[src/rtl/cpu_pkg.sv]
// Definitions shared by the fetch stage and the control decoder: fetch state
// encoding, primary opcodes and default fetch parameters.
package cpu_pkg;

    typedef enum logic [1:0] {
        ST_IDLE  = 2'd0,
        ST_FETCH = 2'd1,
        ST_EXEC  = 2'd2,
        ST_ERROR = 2'd3
    } fetch_state_t;

    localparam logic [5:0] OP_RTYPE = 6'b000000;
    localparam logic [5:0] OP_LW    = 6'b100011;
    localparam logic [5:0] OP_SW    = 6'b101011;
    localparam logic [5:0] OP_BEQ   = 6'b000100;
    localparam logic [5:0] OP_J     = 6'b000010;
    localparam logic [5:0] OP_ADDI  = 6'b001000;

    localparam logic [31:0] DEFAULT_RESET_PC       = 32'h0000_0000;
    localparam int          DEFAULT_TIMEOUT_CYCLES = 16;

    // Word-aligned branch displacement: sign-extended immediate times four.
    function automatic logic [31:0] branch_offset(input logic [15:0] imm);
        return {{14{imm[15]}}, imm, 2'b00};
    endfunction

endpackage

[src/rtl/fetch_unit_if.sv]
// Instruction-memory request/acknowledge channel between the fetch stage
// (master) and instruction memory (slave).
interface fetch_unit_if;

    logic        imem_req;
    logic [31:0] imem_addr;
    logic        imem_ack;
    logic [31:0] imem_rdata;

    modport master (
        output imem_req,
        output imem_addr,
        input  imem_ack,
        input  imem_rdata
    );

    modport slave (
        input  imem_req,
        input  imem_addr,
        output imem_ack,
        output imem_rdata
    );

endinterface

[src/rtl/fetch_unit_next_pc_calc.sv]
// Next-PC selection from the resolved control signals; Jump outranks a taken
// branch, all additions wrap modulo 2^32.
module next_pc_calc
    import cpu_pkg::*;
(
    input  logic [31:0] pc_plus4,
    input  logic [31:0] instr,
    input  logic        Branch,
    input  logic        Jump,
    input  logic        Zero,
    output logic [31:0] next_pc
);

    // The opcode field plays no part in target formation.
    logic unused_opcode_bits;
    assign unused_opcode_bits = ^instr[31:26];

    always_comb begin
        next_pc = pc_plus4;
        if (Jump) begin
            next_pc = {pc_plus4[31:28], instr[25:0], 2'b00};
        end else if (Branch && Zero) begin
            next_pc = pc_plus4 + branch_offset(instr[15:0]);
        end
    end

endmodule

[src/rtl/fetch_unit.sv]
// Single-issue instruction fetch stage: holds the PC, fetches one word over the
// req/ack channel, presents it until retirement, then advances the PC.
module fetch_unit
    import cpu_pkg::*;
#(
    parameter logic [31:0] RESET_PC       = DEFAULT_RESET_PC,
    parameter int          TIMEOUT_CYCLES = DEFAULT_TIMEOUT_CYCLES
) (
    input  logic         clk,
    input  logic         rst,
    fetch_unit_if.master imem,
    output logic [31:0]  instr,
    output logic [5:0]   opcode,
    output logic         instr_valid,
    input  logic         exec_done,
    input  logic         Branch,
    input  logic         Jump,
    input  logic         Zero,
    output logic [31:0]  pc,
    output logic [31:0]  pc_plus4,
    output logic         fetch_err
);

    localparam int CNT_W = (TIMEOUT_CYCLES > 1) ? $clog2(TIMEOUT_CYCLES + 1) : 1;
    localparam logic [CNT_W-1:0] CNT_LIMIT = CNT_W'(TIMEOUT_CYCLES);

    fetch_state_t     state_reg;
    logic [31:0]      pc_reg;
    logic [31:0]      instr_reg;
    logic             instr_valid_reg;
    logic             imem_req_reg;
    logic             fetch_err_reg;
    logic [CNT_W-1:0] cnt_reg;
    logic [CNT_W-1:0] cnt_next;
    logic [31:0]      pc_plus4_next;
    logic [31:0]      next_pc;

    assign pc_plus4_next = pc_reg + 32'd4;
    assign cnt_next      = cnt_reg + CNT_W'(1);

    next_pc_calc u_next_pc_calc (
        .pc_plus4 (pc_plus4_next),
        .instr    (instr_reg),
        .Branch   (Branch),
        .Jump     (Jump),
        .Zero     (Zero),
        .next_pc  (next_pc)
    );

    always_ff @(posedge clk or negedge rst) begin
        if (!rst) begin
            state_reg       <= ST_IDLE;
            pc_reg          <= RESET_PC;
            instr_reg       <= '0;
            instr_valid_reg <= 1'b0;
            imem_req_reg    <= 1'b0;
            fetch_err_reg   <= 1'b0;
            cnt_reg         <= '0;
        end else begin
            unique case (state_reg)
                ST_IDLE: begin
                    state_reg    <= ST_FETCH;
                    imem_req_reg <= 1'b1;
                    cnt_reg      <= '0;
                end
                ST_FETCH: begin
                    // An ack arriving on the limit edge still completes the fetch.
                    if (imem.imem_ack) begin
                        instr_reg       <= imem.imem_rdata;
                        state_reg       <= ST_EXEC;
                        imem_req_reg    <= 1'b0;
                        instr_valid_reg <= 1'b1;
                        cnt_reg         <= '0;
                    end else if (TIMEOUT_CYCLES != 0 && cnt_next == CNT_LIMIT) begin
                        state_reg     <= ST_ERROR;
                        imem_req_reg  <= 1'b0;
                        fetch_err_reg <= 1'b1;
                        cnt_reg       <= cnt_next;
                    end else begin
                        cnt_reg <= cnt_next;
                    end
                end
                ST_EXEC: begin
                    if (exec_done) begin
                        pc_reg          <= next_pc;
                        state_reg       <= ST_FETCH;
                        instr_valid_reg <= 1'b0;
                        imem_req_reg    <= 1'b1;
                    end
                end
                ST_ERROR: begin
                    // Parked with pc at the faulting address until reset.
                    state_reg <= ST_ERROR;
                end
                default: begin
                    state_reg <= ST_IDLE;
                end
            endcase
        end
    end

    assign imem.imem_req  = imem_req_reg;
    assign imem.imem_addr = pc_reg;
    assign instr          = instr_reg;
    assign opcode         = instr_reg[31:26];
    assign instr_valid    = instr_valid_reg;
    assign pc             = pc_reg;
    assign pc_plus4       = pc_plus4_next;
    assign fetch_err      = fetch_err_reg;

endmodule

[src/flat_wrapper.sv]
// flat-port wrapper written by rule: the top's interface ports become plain ports
module fetch_unit_flat import cpu_pkg::*;
#(
    parameter logic [31:0] RESET_PC       = DEFAULT_RESET_PC,
    parameter int          TIMEOUT_CYCLES = DEFAULT_TIMEOUT_CYCLES
)
  (clk, rst, instr, opcode, instr_valid, exec_done, Branch, Jump, Zero, pc, pc_plus4, fetch_err, imem_imem_req, imem_imem_addr, imem_imem_ack, imem_imem_rdata);
  fetch_unit_if imem_i ();
  input  logic clk;
  input  logic rst;
  output logic [31:0] instr;
  output logic [5:0] opcode;
  output logic instr_valid;
  input  logic exec_done;
  input  logic Branch;
  input  logic Jump;
  input  logic Zero;
  output logic [31:0] pc;
  output logic [31:0] pc_plus4;
  output logic fetch_err;
  output wire logic [$bits(imem_i.imem_req)-1:0] imem_imem_req;
  output wire logic [$bits(imem_i.imem_addr)-1:0] imem_imem_addr;
  input wire logic [$bits(imem_i.imem_ack)-1:0] imem_imem_ack;
  input wire logic [$bits(imem_i.imem_rdata)-1:0] imem_imem_rdata;
  assign imem_imem_req = imem_i.imem_req;
  assign imem_imem_addr = imem_i.imem_addr;
  assign imem_i.imem_ack = imem_imem_ack;
  assign imem_i.imem_rdata = imem_imem_rdata;
  fetch_unit #(.RESET_PC(RESET_PC), .TIMEOUT_CYCLES(TIMEOUT_CYCLES)) u_core (.clk(clk), .rst(rst), .imem(imem_i), .instr(instr), .opcode(opcode), .instr_valid(instr_valid), .exec_done(exec_done), .Branch(Branch), .Jump(Jump), .Zero(Zero), .pc(pc), .pc_plus4(pc_plus4), .fetch_err(fetch_err));
endmodule
[config.mk]
export PLATFORM = sky130hd
export DESIGN_NAME = fetch_unit_flat
export DESIGN_NICKNAME = d
export VERILOG_FILES = /design/src/rtl/cpu_pkg.sv /design/src/rtl/fetch_unit_if.sv /design/src/rtl/fetch_unit_next_pc_calc.sv /design/src/rtl/fetch_unit.sv /design/src/flat_wrapper.sv
export SDC_FILE = /design/constraint.sdc
export NUM_CORES = 1
export LEC_CHECK = 0
export BUFFER_PORTS_ARGS = -buffer_cell sky130_fd_sc_hd__buf_4
export CORE_ASPECT_RATIO = 1.25
export CORE_MARGIN = 5
export CORE_UTILIZATION = 40
export CTS_BUF_LIST = sky130_fd_sc_hd__clkbuf_8 sky130_fd_sc_hd__clkbuf_16
export DETAILED_ROUTE_END_ITERATION = 16
export GPL_TIMING_DRIVEN = 0
export PLACE_DENSITY_LB_ADDON = 0.05
export SETUP_SLACK_MARGIN = 0.2
export SYNTH_ARGS = -nofsm -noshare
export SYNTH_HDL_FRONTEND = slang
export SYNTH_SLANG_ARGS = --single-unit
[constraint.sdc]
create_clock -name clk -period 3.91 [get_ports clk]
set_input_delay 0.9775 -clock clk [delete_from_list [all_inputs] [get_ports clk]]
set_output_delay 0.9775 -clock clk [all_outputs]
set_load 0.005 [all_outputs]
Yosys cells after proc, flatten, opt, wreduce, memory -nomap -nowiden
Index checks and enable logic that the tools add are counted.
- add/subtract/negate cells: 3
- eq/ne operators: 7
- multiplexer cells: 15
- bitwise gates (word level): 1
- reduce and logical (&&, ||, !) cells: 11
- operator list (cell ; count):
    $mux 32 ; 2
    $add 32x3->32 const B ; 1
    $add 32x32->32 ; 1
    $pmux 5 s2 ; 1
    $reduce_and 3->1 ; 3
    $pmux 2 s4 ; 1
    $mux 2 ; 3
    $reduce_and 2->1 ; 3
    $add 5x1->5 const B ; 1
    $eq 5x5->1 const B ; 1
    $mux 1 ; 5
    $mux 5 ; 1
    $eq 2x2->1 const B ; 2
    $ne 2x2->1 const B ; 2
    $reduce_bool 2->1 ; 2
    $ne 3x2->1 const B ; 1
    $pmux 1 s3 ; 1
    $reduce_bool 3->1 ; 1
    $eq 2x1->1 const B ; 1
    $logic_not 2->1 ; 1
    $pmux 1 s2 ; 1
    $logic_and 1x1->1 ; 1
    $not 1->1 ; 1
- register bits: 74
- output and inout port bits: 137
- logic and storage cells: 44

Logic depth before layout (Yosys ltp)
- depth after elaboration: 5
- depth in mapped cells: 17
- gate-level depth less buffers: 15

By module
Synthesis repeated with hierarchy kept, for this count alone.
- cells, all modules: 634
- area, all modules: 5910.7 µm²
- by module, submodules not included (module ; times used ; cells an instance ; area each (µm²) ; sequential area each (µm²)):
    fetch_unit ; 1 ; 307 ; 3669.8 ; 1851.8
    next_pc_calc ; 1 ; 327 ; 2240.9 ; 0.0

Worst setup path before layout
No wires, ideal clock.
- path type: register to register
- from: reg u_core.pc_reg[4], in the netlist u_core.imem.imem_addr[4]
- to: reg u_core.pc_reg[31], in the netlist u_core.imem.imem_addr[31]
- arrival time: 3774 ps
- slack: -2 ps
- cell stages (with the launch flop): 18
- buffers on the path: 2
- cell sequence: dfrtp_1 -> and3_1 -> and4_1 -> buf_4 -> and4_1 -> and2_1 -> and3_1 -> xor2_1 -> ha_1 -> buf_2 -> nand3_1 -> or3_1 -> or2_0 -> o22ai_1 -> a211oi_1 -> a2111oi_2 -> o311ai_1 -> xor2_1
- word-level cells in the longest chain between the ends: 4
- ends and longest elaborated chain (what ; RTL line ; text):
    start, declared ; fetch_unit.sv:28 ; logic [31:0] pc_reg;
    start signal, assigned ; fetch_unit.sv:85 ; pc_reg <= next_pc;
    $add 32x3->32 ; fetch_unit.sv:38 ; assign pc_plus4_next = pc_reg + 32'd4;
    net pc_plus4[27] ; flat_wrapper.sv:19 ; output logic [31:0] pc_plus4;
    $add 32x32->32 ; fetch_unit_next_pc_calc.sv:23 ; next_pc = pc_plus4 + branch_offset(instr[15:0]);
    $mux 32 ; fetch_unit_next_pc_calc.sv:22 ; end else if (Branch && Zero) begin
    $mux 32 ; fetch_unit_next_pc_calc.sv:20 ; if (Jump) begin
The timed path passes the listed nets, and every way through them passes these cells.
A chain may end at the register's enable or synchronous reset.

Worst setup path in the final report
- from: reg u_core.pc_reg[11], in the netlist u_core.imem.imem_addr[11]
- to: reg u_core.pc_reg[31], in the netlist u_core.imem.imem_addr[31]
- word-level cells in the longest chain between the ends: 4
- ends and longest elaborated chain (what ; RTL line):
    $add 32x3->32 * ; fetch_unit.sv:38
    $add 32x32->32 ; fetch_unit_next_pc_calc.sv:23
    $mux 32 ; fetch_unit_next_pc_calc.sv:22
    $mux 32 * ; fetch_unit_next_pc_calc.sv:20
Every way passes the cells marked *; elsewhere a longest branch is shown, timed or not.

==> qor.csv <==
stage;metric;value;unit
timing;final setup vio count;0;
clock_tree;clk_lat worst skew;350;ps
floorplanning;IO Count;176;
worst_setup_path;reg2reg start;u_core.imem.imem_addr[11];
worst_setup_path;CP max stage delay;380;ps
min_path;Worst Min Path Start;u_core.fetch_err;
floorplanning;core footprint;0.01495;mm²
yosys;area of the mapped netlist;0.006070;mm²
worst_setup_path;Worst Path Buf+Inv;1;
yosys;Synth Register Bits;72;
grt;initial antenna violation count;0;
worst_setup_path;worst path cell trace;and3_4 > and4_4 > and4_4 > and2_4 > and3_4 > xor2_4 > ha_4 > buf_6 > nand3_2 > or3_4 > or2_4 > o22ai_4 > a211oi_2 > a2111oi_4 > o311ai_2 > xor2_1;
timing;RSZ-0062 raised after global routing;yes;
routing;DRC viols;0;
worst_setup_path;crit path kind;reg2reg;
clock_tree;CTS tree;done;
routing;DR iter-0 viols;564;
final_layout;Inserted Diodes;0;
grt;largest net degree at the start of global routing;73;
final_layout;nets;1028;
routing;Pre-antenna DRT Iters;5;
power;Peak supply drop;0.3849;mV
routing;Vias per Instance;5.773;
timing;Final Max Tran Viols;0;
grt;Tot GR Track Use;0.2513;
floorplanning;Die ar.;0.01775;mm²
yosys;main area contributors after synthesis;dfrtp_1, ha_1, mux2_2;
timing;Setup WS post-layout;181.8;ps
worst_setup_path;Worst Setup End Kind;register;
clock_tree;Clock Sink Count;72;
power;Power Density;824.1;mW/mm²
final_layout;Finished Cell Area;0.008989;mm²
yosys;area leader, netlist;dfrtp_1;
run_status;outcome;complete, no violations;
worst_setup_path;required time of the critical path;4130;ps
timing;measured slew at the worst slew-check pin;1261;ps
timing;worst relative slew slack;0.1594;
placed_design;Final HPWL DP;16860;µm
timing;Fin Hold WS;474.9;ps
yosys;Post-Syn Area per Cell;8.525;µm²
power;total chip power;7.408;mW
placed_design;dpl cells;1067;
clock_tree;Root Driver;clkbuf_16;
timing;fmax;268.2;MHz
worst_setup_path;Worst Setup SP;u_core.imem.imem_addr[11];
yosys;most frequently used flop master after synthesis;dfrtp_1;
worst_setup_path;CP Launch Type;register;
clock_tree;H-tree depth;3;
worst_setup_path;cell family with most CP delay;simple AND/OR/NAND/NOR gates;
final_layout;layout cell share with drive strength beyond 1;0.4387;
clock_tree;Clock transition at path regs;60;ps
final_layout;max FFs per register;32;
final_layout;Finished Layout Cells;1137;
floorplanning;row count;50;
final_layout;P&R area growth vs syn;48.09;%
yosys;Synth top area share;0.2968;
power;Pleak;4.243;nW
worst_setup_path;Reg-to-Reg End;u_core.imem.imem_addr[31];
placed_design;Placed Area;0.007614;mm²
timing;Setup TNS;0;ps
placed_design;I/O Buffers;168;
floorplanning;Initial Util;0.4059;
worst_setup_path;reg-to-reg slack, setup;180;ps
floorplanning;Die X;120.2;µm
worst_setup_path;CP arrival;3940;ps
grt;remaining global-route overflow;0;
placed_design;final estimated routing congestion in global placement;0.8960;
timing;Final Hold Vio Count;0;
yosys;Mapped Cells;712;
worst_setup_path;cell depth of the worst flop-to-flop path;16;
timing;post-route minimum period;3728;ps
clock_tree;Clock Path Buffers;2;
routing;via count;6564;
yosys;library cells used by synthesis;75;
yosys;top cells by count, synth;dfrtp_1, nand2_1, nor2_1;
routing;final wirelength;23320;µm
clock_tree;CTS Buf Count;9;
worst_setup_path;CP Max Fanout;4;
final_layout;Core Util, Final;0.6012;
min_path;hold path endpoint;u_core.fetch_err;
min_path;worst hold path class;reg2reg;
min_path;hold-critical path depth;1;
timing;worst-case clock skew;8.043;ps
yosys;number of flops mapped to enable cells by yosys;0;
yosys;sequential area share after synthesis;0.2968;
timing;Tcrit/Tclk final;0.9535;
worst_setup_path;CP max-delay cell;dfrtp_2;
yosys;top-count cell post-synth;dfrtp_1;
floorplanning;die height;147.7;µm
run;MaxCap Viol Count;0;
yosys;ys async rst share;1.000;
yosys;warnings from Yosys;0;
grt;first-pass GRT wire length;34940;µm
routing;Routed Antenna Nets;0;
grt;vias in the first global route;6299;
placed_design;post-place setup slack;-544.3;ps
routing;DR WL/cell;20.51;µm
==> layer usage <==
| metal | vias to the layer above | track usage | share of wire |
|---|---|---|---|
| met3 | 46 | 0.04707 | 0.070 |
| met4 | 0 | 0.09971 | 0.032 |
| met1 | 3151 | 0.3201 | 0.40 |
| met2 | 323 | 0.4200 | 0.49 |
| met5 | - | 0 | 0 |
| li1 | 3044 | - | - |
==> power breakdown <==
| group | internal (mW) | leakage (nW) | switching, mW | total [mW] |
|---|---|---|---|---|
| combinational | 2.50 | 3.20 | 2.45 | 4.95 |
| sequential | 1.04 | 0.883 | 0.501 | 1.54 |
| clock | 0.560 | 0.161 | 0.357 | 0.917 |
| total | 4.10 | 4.24 | 3.31 | 7.41 |
==> area by class of cell <==
class                   instances  area (µm²)
plain buffers                  75       490.5
clock buffers                   9       225.2
clock inverters                 7       95.09
fillers                      1336        5963
inverters                      15       56.30
multi-input cells             555        4392
flip-flops and latches         72        1819
well taps                     182       227.7
repair buffers                222        1683
==> cell families after synthesis <==
logic type,count (synthesis),share of synthesized area
multiplexers,33,0.06102
AO/OA/AOI/OAI,188,0.2053
adder cells (fa/ha/maj),39,0.08163
AND/OR/NAND/NOR,237,0.1960
buffers and inverters,90,0.08349
other,1,0.0006178
XOR/XNOR,52,0.07504
flip-flops,72,0.2968
==> cell usage in the layout, fill, tap and decap left out, types with 16 or more instances in the layout <==
cell type	count
inv_1	16
dfrtp_1	58
nand2_1	67
nand3_1	26
xnor2_1	24
a21oi_1	38
nor2_1	46
o21ai_0	45
ha_1	27
buf_4	263
a21o_1	17
mux2_2	32
clkbuf_1	17
nand4_1	16
==> worst register-to-register path: cells and delay by family, from the launching register on <==
kind	cells	cell delay, ps
xor+xnor	2	270
flops	1	380
simple gates	8	1800
compound gates	4	760
fa+ha+maj	1	280
buf+inv	1	100
==> worst max path at each step <==
stage	endpoint	depth (start not counted)	slack [ps]
global placement	u_core.imem.imem_addr[31]	15	-530
floorplan	u_core.imem.imem_addr[31]	17	200
CTS	u_core.imem.imem_addr[31]	17	150
global route	u_core.imem.imem_addr[31]	15	60
detailed placement	u_core.imem.imem_addr[31]	15	-540
finish	u_core.imem.imem_addr[31]	16	180
==> timing repair <==
action,in CTS,in global routing
buffers inserted,30,24
pin swaps,20,31
resized for setup,59,73
hold buffers,0,0
hold endpoints to repair,0,0
endpoints found under the setup margin,17,11
Power figures use the tool's default switching activity.
